[config.mk]
export PLATFORM = sky130hd
export DESIGN_NAME = regfile_write_scheduler_flat
export DESIGN_NICKNAME = d
export VERILOG_FILES = /design/src/rtl/regfile_write_scheduler_if.sv /design/src/rtl/regfile_write_scheduler.sv /design/src/flat_wrapper.sv
export SDC_FILE = /design/constraint.sdc
export NUM_CORES = 1
export LEC_CHECK = 0
export CAP_MARGIN = 20
export CELL_PAD_IN_SITES_DETAIL_PLACEMENT = 1
export CELL_PAD_IN_SITES_GLOBAL_PLACEMENT = 2
export CORE_MARGIN = 3
export CORE_UTILIZATION = 26
export CTS_CLUSTER_SIZE = 25
export DETAILED_ROUTE_END_ITERATION = 10
export GPL_ROUTABILITY_DRIVEN = 0
export PLACE_DENSITY = 0.87
export SLEW_MARGIN = 20
export SYNTH_ARGS = -nofsm -noshare
export SYNTH_HDL_FRONTEND = slang
export SYNTH_SLANG_ARGS = --single-unit
[constraint.sdc]
create_clock -name clk -period 4.2 [get_ports clk]
set_input_delay 0.84 -clock clk [delete_from_list [all_inputs] [get_ports clk]]
set_output_delay 0.84 -clock clk [all_outputs]
set_load 0.03 [all_outputs]
[src/rtl/regfile_write_scheduler_if.sv]
// Writeback, issue and hazard-check signals of the register-file write scheduler.
// The scheduler takes the slave side; whatever drives the requests takes the master side.
interface regfile_write_scheduler_if #(
  parameter int num_registers = 32,
  parameter int data_width    = 64
);
  localparam int sel_w = $clog2(num_registers);

  logic                  in_req0_valid;
  logic [sel_w-1:0]      in_req0_register;
  logic [data_width-1:0] in_req0_data;
  logic                  out_req0_ready;

  logic                  in_req1_valid;
  logic [sel_w-1:0]      in_req1_register;
  logic [data_width-1:0] in_req1_data;
  logic                  out_req1_ready;

  logic                  in_issue_valid;
  logic [sel_w-1:0]      in_issue_register;

  logic [sel_w-1:0]      in_check_register_0;
  logic [sel_w-1:0]      in_check_register_1;
  logic [sel_w-1:0]      in_check_register_2;
  logic                  out_busy_0;
  logic                  out_busy_1;
  logic                  out_busy_2;

  logic                  out_write_enable;
  logic [sel_w-1:0]      out_write_register_select;
  logic [data_width-1:0] out_write_data;
  logic                  out_init_done;

  modport slave (
    input  in_req0_valid, in_req0_register, in_req0_data,
    input  in_req1_valid, in_req1_register, in_req1_data,
    input  in_issue_valid, in_issue_register,
    input  in_check_register_0, in_check_register_1, in_check_register_2,
    output out_req0_ready, out_req1_ready,
    output out_busy_0, out_busy_1, out_busy_2,
    output out_write_enable, out_write_register_select, out_write_data,
    output out_init_done
  );

  modport master (
    output in_req0_valid, in_req0_register, in_req0_data,
    output in_req1_valid, in_req1_register, in_req1_data,
    output in_issue_valid, in_issue_register,
    output in_check_register_0, in_check_register_1, in_check_register_2,
    input  out_req0_ready, out_req1_ready,
    input  out_busy_0, out_busy_1, out_busy_2,
    input  out_write_enable, out_write_register_select, out_write_data,
    input  out_init_done
  );
endinterface

[src/rtl/regfile_write_scheduler.sv]
// Register-file write port owner: zero-fills every register after reset, then
// round-robins two writeback sources onto the port and tracks pending writes.
module regfile_write_scheduler #(
  parameter int num_registers = 32,
  parameter int data_width    = 64
) (
  input  logic                        clk,
  input  logic                        reset,
  regfile_write_scheduler_if.slave    bus
);
  localparam int sel_w = $clog2(num_registers);
  localparam logic [sel_w-1:0] last_sel = sel_w'(num_registers - 1);

  typedef enum logic {ST_INIT = 1'b0, ST_RUN = 1'b1} state_t;

  state_t                  state_q, state_d;
  logic [sel_w-1:0]        cnt_q, cnt_d;
  logic [num_registers-1:0] busy_q, busy_d, set_vec, clr_vec;
  logic                    last_grant_q, last_grant_d;
  logic                    init_done_q, init_done_d;
  logic                    we_q, we_d;
  logic [sel_w-1:0]        sel_q, sel_d;
  logic [data_width-1:0]   data_q, data_d;

  logic                    run;
  logic                    grant0, grant1;
  logic                    ready0, ready1;
  logic                    xfer;
  logic                    issue_fire;
  logic [sel_w-1:0]        xfer_reg;
  logic [data_width-1:0]   xfer_data;

  assign run = (state_q == ST_RUN);

  // Under contention the requester that did not win last time takes the port.
  assign grant0 = bus.in_req0_valid && (!bus.in_req1_valid || last_grant_q);
  assign grant1 = bus.in_req1_valid && (!bus.in_req0_valid || !last_grant_q);
  assign ready0 = run && grant0;
  assign ready1 = run && grant1;
  assign xfer   = ready0 || ready1;

  assign xfer_reg   = ready1 ? bus.in_req1_register : bus.in_req0_register;
  assign xfer_data  = ready1 ? bus.in_req1_data     : bus.in_req0_data;
  assign issue_fire = run && bus.in_issue_valid;

  genvar gi;
  generate
    for (gi = 0; gi < num_registers; gi++) begin : g_busy
      assign set_vec[gi] = (gi != 0) && issue_fire && (bus.in_issue_register == sel_w'(gi));
      assign clr_vec[gi] = xfer && (xfer_reg == sel_w'(gi));
    end
  endgenerate

  // A same-cycle issue re-marks the register after the retiring write clears it.
  assign busy_d = (busy_q & ~clr_vec) | set_vec;

  always_comb begin
    state_d      = state_q;
    cnt_d        = cnt_q;
    last_grant_d = last_grant_q;
    init_done_d  = init_done_q;
    we_d         = 1'b0;
    sel_d        = sel_q;
    data_d       = data_q;
    case (state_q)
      ST_INIT: begin
        we_d   = 1'b1;
        sel_d  = cnt_q;
        data_d = '0;
        cnt_d  = cnt_q + sel_w'(1);
        if (cnt_q == last_sel) state_d = ST_RUN;
      end
      ST_RUN: begin
        init_done_d = 1'b1;
        if (xfer) begin
          we_d         = (xfer_reg != '0);
          sel_d        = xfer_reg;
          data_d       = xfer_data;
          last_grant_d = ready1;
        end
      end
      default: state_d = ST_INIT;
    endcase
  end

  always_ff @(posedge clk) begin
    if (reset) begin
      state_q      <= ST_INIT;
      cnt_q        <= '0;
      busy_q       <= '0;
      last_grant_q <= 1'b1;
      init_done_q  <= 1'b0;
      we_q         <= 1'b0;
      sel_q        <= '0;
      data_q       <= '0;
    end else begin
      state_q      <= state_d;
      cnt_q        <= cnt_d;
      busy_q       <= busy_d;
      last_grant_q <= last_grant_d;
      init_done_q  <= init_done_d;
      we_q         <= we_d;
      sel_q        <= sel_d;
      data_q       <= data_d;
    end
  end

  assign bus.out_req0_ready            = ready0;
  assign bus.out_req1_ready            = ready1;
  assign bus.out_busy_0                = busy_q[bus.in_check_register_0];
  assign bus.out_busy_1                = busy_q[bus.in_check_register_1];
  assign bus.out_busy_2                = busy_q[bus.in_check_register_2];
  assign bus.out_write_enable          = we_q;
  assign bus.out_write_register_select = sel_q;
  assign bus.out_write_data            = data_q;
  assign bus.out_init_done             = init_done_q;
endmodule
[src/flat_wrapper.sv]
// flat-port wrapper written by rule: the top's interface ports become plain ports
module regfile_write_scheduler_flat 
#(
  parameter int num_registers = 32,
  parameter int data_width    = 64
)
  (clk, reset, bus_in_req0_valid, bus_in_req0_register, bus_in_req0_data, bus_in_req1_valid, bus_in_req1_register, bus_in_req1_data, bus_in_issue_valid, bus_in_issue_register, bus_in_check_register_0, bus_in_check_register_1, bus_in_check_register_2, bus_out_req0_ready, bus_out_req1_ready, bus_out_busy_0, bus_out_busy_1, bus_out_busy_2, bus_out_write_enable, bus_out_write_register_select, bus_out_write_data, bus_out_init_done);
  regfile_write_scheduler_if #(.num_registers(num_registers), .data_width(data_width)) bus_i ();
  input  logic clk;
  input  logic reset;
  input wire logic [$bits(bus_i.in_req0_valid)-1:0] bus_in_req0_valid;
  input wire logic [$bits(bus_i.in_req0_register)-1:0] bus_in_req0_register;
  input wire logic [$bits(bus_i.in_req0_data)-1:0] bus_in_req0_data;
  input wire logic [$bits(bus_i.in_req1_valid)-1:0] bus_in_req1_valid;
  input wire logic [$bits(bus_i.in_req1_register)-1:0] bus_in_req1_register;
  input wire logic [$bits(bus_i.in_req1_data)-1:0] bus_in_req1_data;
  input wire logic [$bits(bus_i.in_issue_valid)-1:0] bus_in_issue_valid;
  input wire logic [$bits(bus_i.in_issue_register)-1:0] bus_in_issue_register;
  input wire logic [$bits(bus_i.in_check_register_0)-1:0] bus_in_check_register_0;
  input wire logic [$bits(bus_i.in_check_register_1)-1:0] bus_in_check_register_1;
  input wire logic [$bits(bus_i.in_check_register_2)-1:0] bus_in_check_register_2;
  output wire logic [$bits(bus_i.out_req0_ready)-1:0] bus_out_req0_ready;
  output wire logic [$bits(bus_i.out_req1_ready)-1:0] bus_out_req1_ready;
  output wire logic [$bits(bus_i.out_busy_0)-1:0] bus_out_busy_0;
  output wire logic [$bits(bus_i.out_busy_1)-1:0] bus_out_busy_1;
  output wire logic [$bits(bus_i.out_busy_2)-1:0] bus_out_busy_2;
  output wire logic [$bits(bus_i.out_write_enable)-1:0] bus_out_write_enable;
  output wire logic [$bits(bus_i.out_write_register_select)-1:0] bus_out_write_register_select;
  output wire logic [$bits(bus_i.out_write_data)-1:0] bus_out_write_data;
  output wire logic [$bits(bus_i.out_init_done)-1:0] bus_out_init_done;
  assign bus_i.in_req0_valid = bus_in_req0_valid;
  assign bus_i.in_req0_register = bus_in_req0_register;
  assign bus_i.in_req0_data = bus_in_req0_data;
  assign bus_i.in_req1_valid = bus_in_req1_valid;
  assign bus_i.in_req1_register = bus_in_req1_register;
  assign bus_i.in_req1_data = bus_in_req1_data;
  assign bus_i.in_issue_valid = bus_in_issue_valid;
  assign bus_i.in_issue_register = bus_in_issue_register;
  assign bus_i.in_check_register_0 = bus_in_check_register_0;
  assign bus_i.in_check_register_1 = bus_in_check_register_1;
  assign bus_i.in_check_register_2 = bus_in_check_register_2;
  assign bus_out_req0_ready = bus_i.out_req0_ready;
  assign bus_out_req1_ready = bus_i.out_req1_ready;
  assign bus_out_busy_0 = bus_i.out_busy_0;
  assign bus_out_busy_1 = bus_i.out_busy_1;
  assign bus_out_busy_2 = bus_i.out_busy_2;
  assign bus_out_write_enable = bus_i.out_write_enable;
  assign bus_out_write_register_select = bus_i.out_write_register_select;
  assign bus_out_write_data = bus_i.out_write_data;
  assign bus_out_init_done = bus_i.out_init_done;
  regfile_write_scheduler #(.num_registers(num_registers), .data_width(data_width)) u_core (.clk(clk), .reset(reset), .bus(bus_i));
endmodule
==> summary.txt <==
Run status
  – Status: finished, final reports clean

Worst hold path
  – Worst Hold Class: flop to flop

Clock tree
  – CTS Sinks: 110
  – Total CTS buffers: 9
  – CTS tree: done
  – CTS max path bufs: 2
  – Hold-fix buffers, CTS: 0
  – Postcts setup bufs: 0
  – # resized after CTS: 0
  – Cell chosen for the clock root: clkbuf_16
  – Worst-path clk slew: 0.08 ns
  – Clk_lat worst skew: 0.36 ns
  – H-tree depth: 3

Timing
  – Slew Limit Fails: 0
  – Tcrit/Tclk final: 91.6%
  – Tmin final: 3.85 ns
  – Fin Hold WS: 0.482 ns
  – Worst Tran Pin Value: 0.847 ns
  – Relative slew slack: 43.5%
  – F_max: 260 MHz
  – Clock Skew: 0.00939 ns
  – Final setup viols: 0
  – RSZ-0062 raised after global routing: no
  – Final hold vios: 0
  – Fin Setup TNS: 0 ns

Logic synthesis
  – Top cells by count, synth: nand2_1, dfxtp_1, a21oi_1, a311oi_1, mux2i_1
  – Syn Nets: 915
  – Top_reg_cell synth: dfxtp_1
  – Most common cell in the synthesized netlist: nand2_1
  – Synth area leaders: dfxtp_1, nand2_1, a311oi_1
  – Biggest area consumer among synthesized cells: dfxtp_1
  – Yosys top cell area share: 36.1%
  – Seq/Total Area, Yosys: 36.1%
  – Asr flop ratio synth: 0%
  – FF+latch count, synth: 110
  – Yosys warnings: 0
  – EDFF count, synth: 0
  – Synth cell types: 50
  – Synth Instances: 750
  – Cell area after synthesis: 6100 um2
  – Syn_area_per_cell: 8.14 um2

Power
  – Peak supply drop: 0.178 mV
  – Total power: 2.22 mW
  – Leak: 3.04 nW
  – Power Dens Cells: 248 nW/um2

Placement
  – IO buf count: 238
  – Detailed-placement wirelength estimate: 18800 um
  – Placed Cells: 1247

Global routing
  – Vias in the first global route: 6560
  – First-pass GRT wire length: 38500 um
  – Initial antenna violation count: 0
  – Largest net degree at the start of global routing: 89
  – Total global-route track usage: 19.1%
  – Overflow after GRT: 0

Worst setup path
  – CP bufs+invs: 4
  – Required @ worst endpoint: 3.36 ns
  – Critical-path cell list: clkdlybuf4s50_1 -> buf_4 -> buf_4 -> mux2i_1 -> a22oi_1 -> a311o_1 -> clkdlybuf4s50_1
  – Max stage delay cell, worst path: clkdlybuf4s50_1
  – CP startpoint kind: input port
  – Largest delay share family, worst path: buffers and inverters
  – CP Max Fanout: 13
  – Critical path arrival: 3.01 ns
  – Critical Path Sink Type: primary output
  – Crit path largest cell delay: 0.60 ns
  – Critical setup path kind: input port to primary output

Floorplan
  – Die area: 25300 um2
  – Die Y: 159 um
  – Num rows: 55
  – Initial Util: 26.7%
  – I/O Pins: 239
  – Core area: 22800 um2
  – Die Span X: 159 um

Drt
  – DRC errors left: 0
  – Via/cell ratio: 5.16
  – Wire length per cell: 20.2 um
  – DRT antenna net count: 0
  – Via count: 6519
  – Initial DRC count: 328
  – DRT Pass-1 Iters: 4
  – Total Wirelength: 25500 um

Final layout
  – Layout cells sized above 1: 4.32%
  – Fin util: 39.2%
  – Area Overhead vs Synth: 46.8%
  – Post-route insts no fill: 1263
  – Final net count: 1110
  – ANT cells: 0

Run
  – Max cap viols: 0
per-layer routing:
layer | global-route usage, % | vias up | part of all wire (%)
li1 | - | 3178 | -
met1 | 23.3 | 3125 | 43
met2 | 33.1 | 194 | 48
met3 | 5.12 | 22 | 6.8
met4 | 5.25 | 0 | 1.8
met5 | 0 | - | 0
final timing paths:
kind / cells after the start / slack (ns) / end / start
worst max register to register: 5 / 1.56 / u_core.busy_q[11] / u_core.run
worst max-delay path: 7 / 0.35 / bus_out_busy_0 / bus_in_check_register_0[1]
worst min-delay path: 2 / 0.48 / u_core.bus.out_init_done / u_core.bus.out_init_done
worst min register to register: 2 / 0.48 / u_core.bus.out_init_done / u_core.bus.out_init_done
cells by family (layout without fill, tap and decap cells):
logic type	count (synthesis)	after routing	share of synthesized area (%)
adder cells (fa/ha/maj)	2	2	0.410
AO/OA/AOI/OAI	240	240	28.5
XOR/XNOR	2	2	0.287
flip-flops	110	110	36.1
buffers and inverters	77	277	5.97
multiplexers	55	55	9.06
AND/OR/NAND/NOR	264	264	19.7
final cells by class:
class / count / area (um2)
tap: 313 / 392
clock buffer: 10 / 229
multi-input combinational: 563 / 3540
timing repair buffer: 248 / 2490
clock inverter: 6 / 52.6
inverter: 13 / 48.8
sequential: 110 / 2210
fill: 2732 / 13900
through the flow:
stage,instance area (um2),worst slack [ns]
finish,8960,0.351
global placement,8680,0.383
CTS,8960,0.367
floorplan,6100,1.26
detailed placement,8680,0.376
global route,8960,0.272
registers in the layout (all words and copies together) (netlist names):
register	count
u_core.last_grant_q	1
u_core.busy_q	32
u_core.bus.out_write_enable	1
u_core.cnt_q	5
u_core.run	1
u_core.bus.out_write_data	64
u_core.bus.out_write_register_select	5
u_core.bus.out_init_done	1
cell usage in the layout, fill, tap and decap left out, drive strengths merged, types with 4 or more instances in the layout:
cell and instances:
a21oi 81, dfxtp 110, o31ai 5, buf 12, nor2b 14, clkdlybuf4s50 236, and3 4, nand3 9
a22oi 12, a311o 13, a311oi 64, a31oi 6, a32o 16, nand4 10, nor2 22, nand2b 17
nand2 166, o211ai 6, mux2i 53, o21ai 19, o41ai 6, clkbuf 10, inv 17, and2 6
a211oi 7
report_power, final:
| part | switching, mW | total, mW | internal (mW) |
|---|---|---|---|
| Combinational | 0.141 | 0.333 | 0.191 |
| Sequential | 0.00359 | 1.05 | 1.05 |
| Clock | 0.424 | 0.839 | 0.415 |
worst register-to-register path: cells and delay by family (launching register included):
family | cells | cell delay [ns]
buffers and inverters | 1 | 0.77
and+or+nand+nor | 3 | 1.00
AOI/OAI and AO/OA | 1 | 0.18
DFF | 1 | 0.63
(Power assumes the default switching activity.)
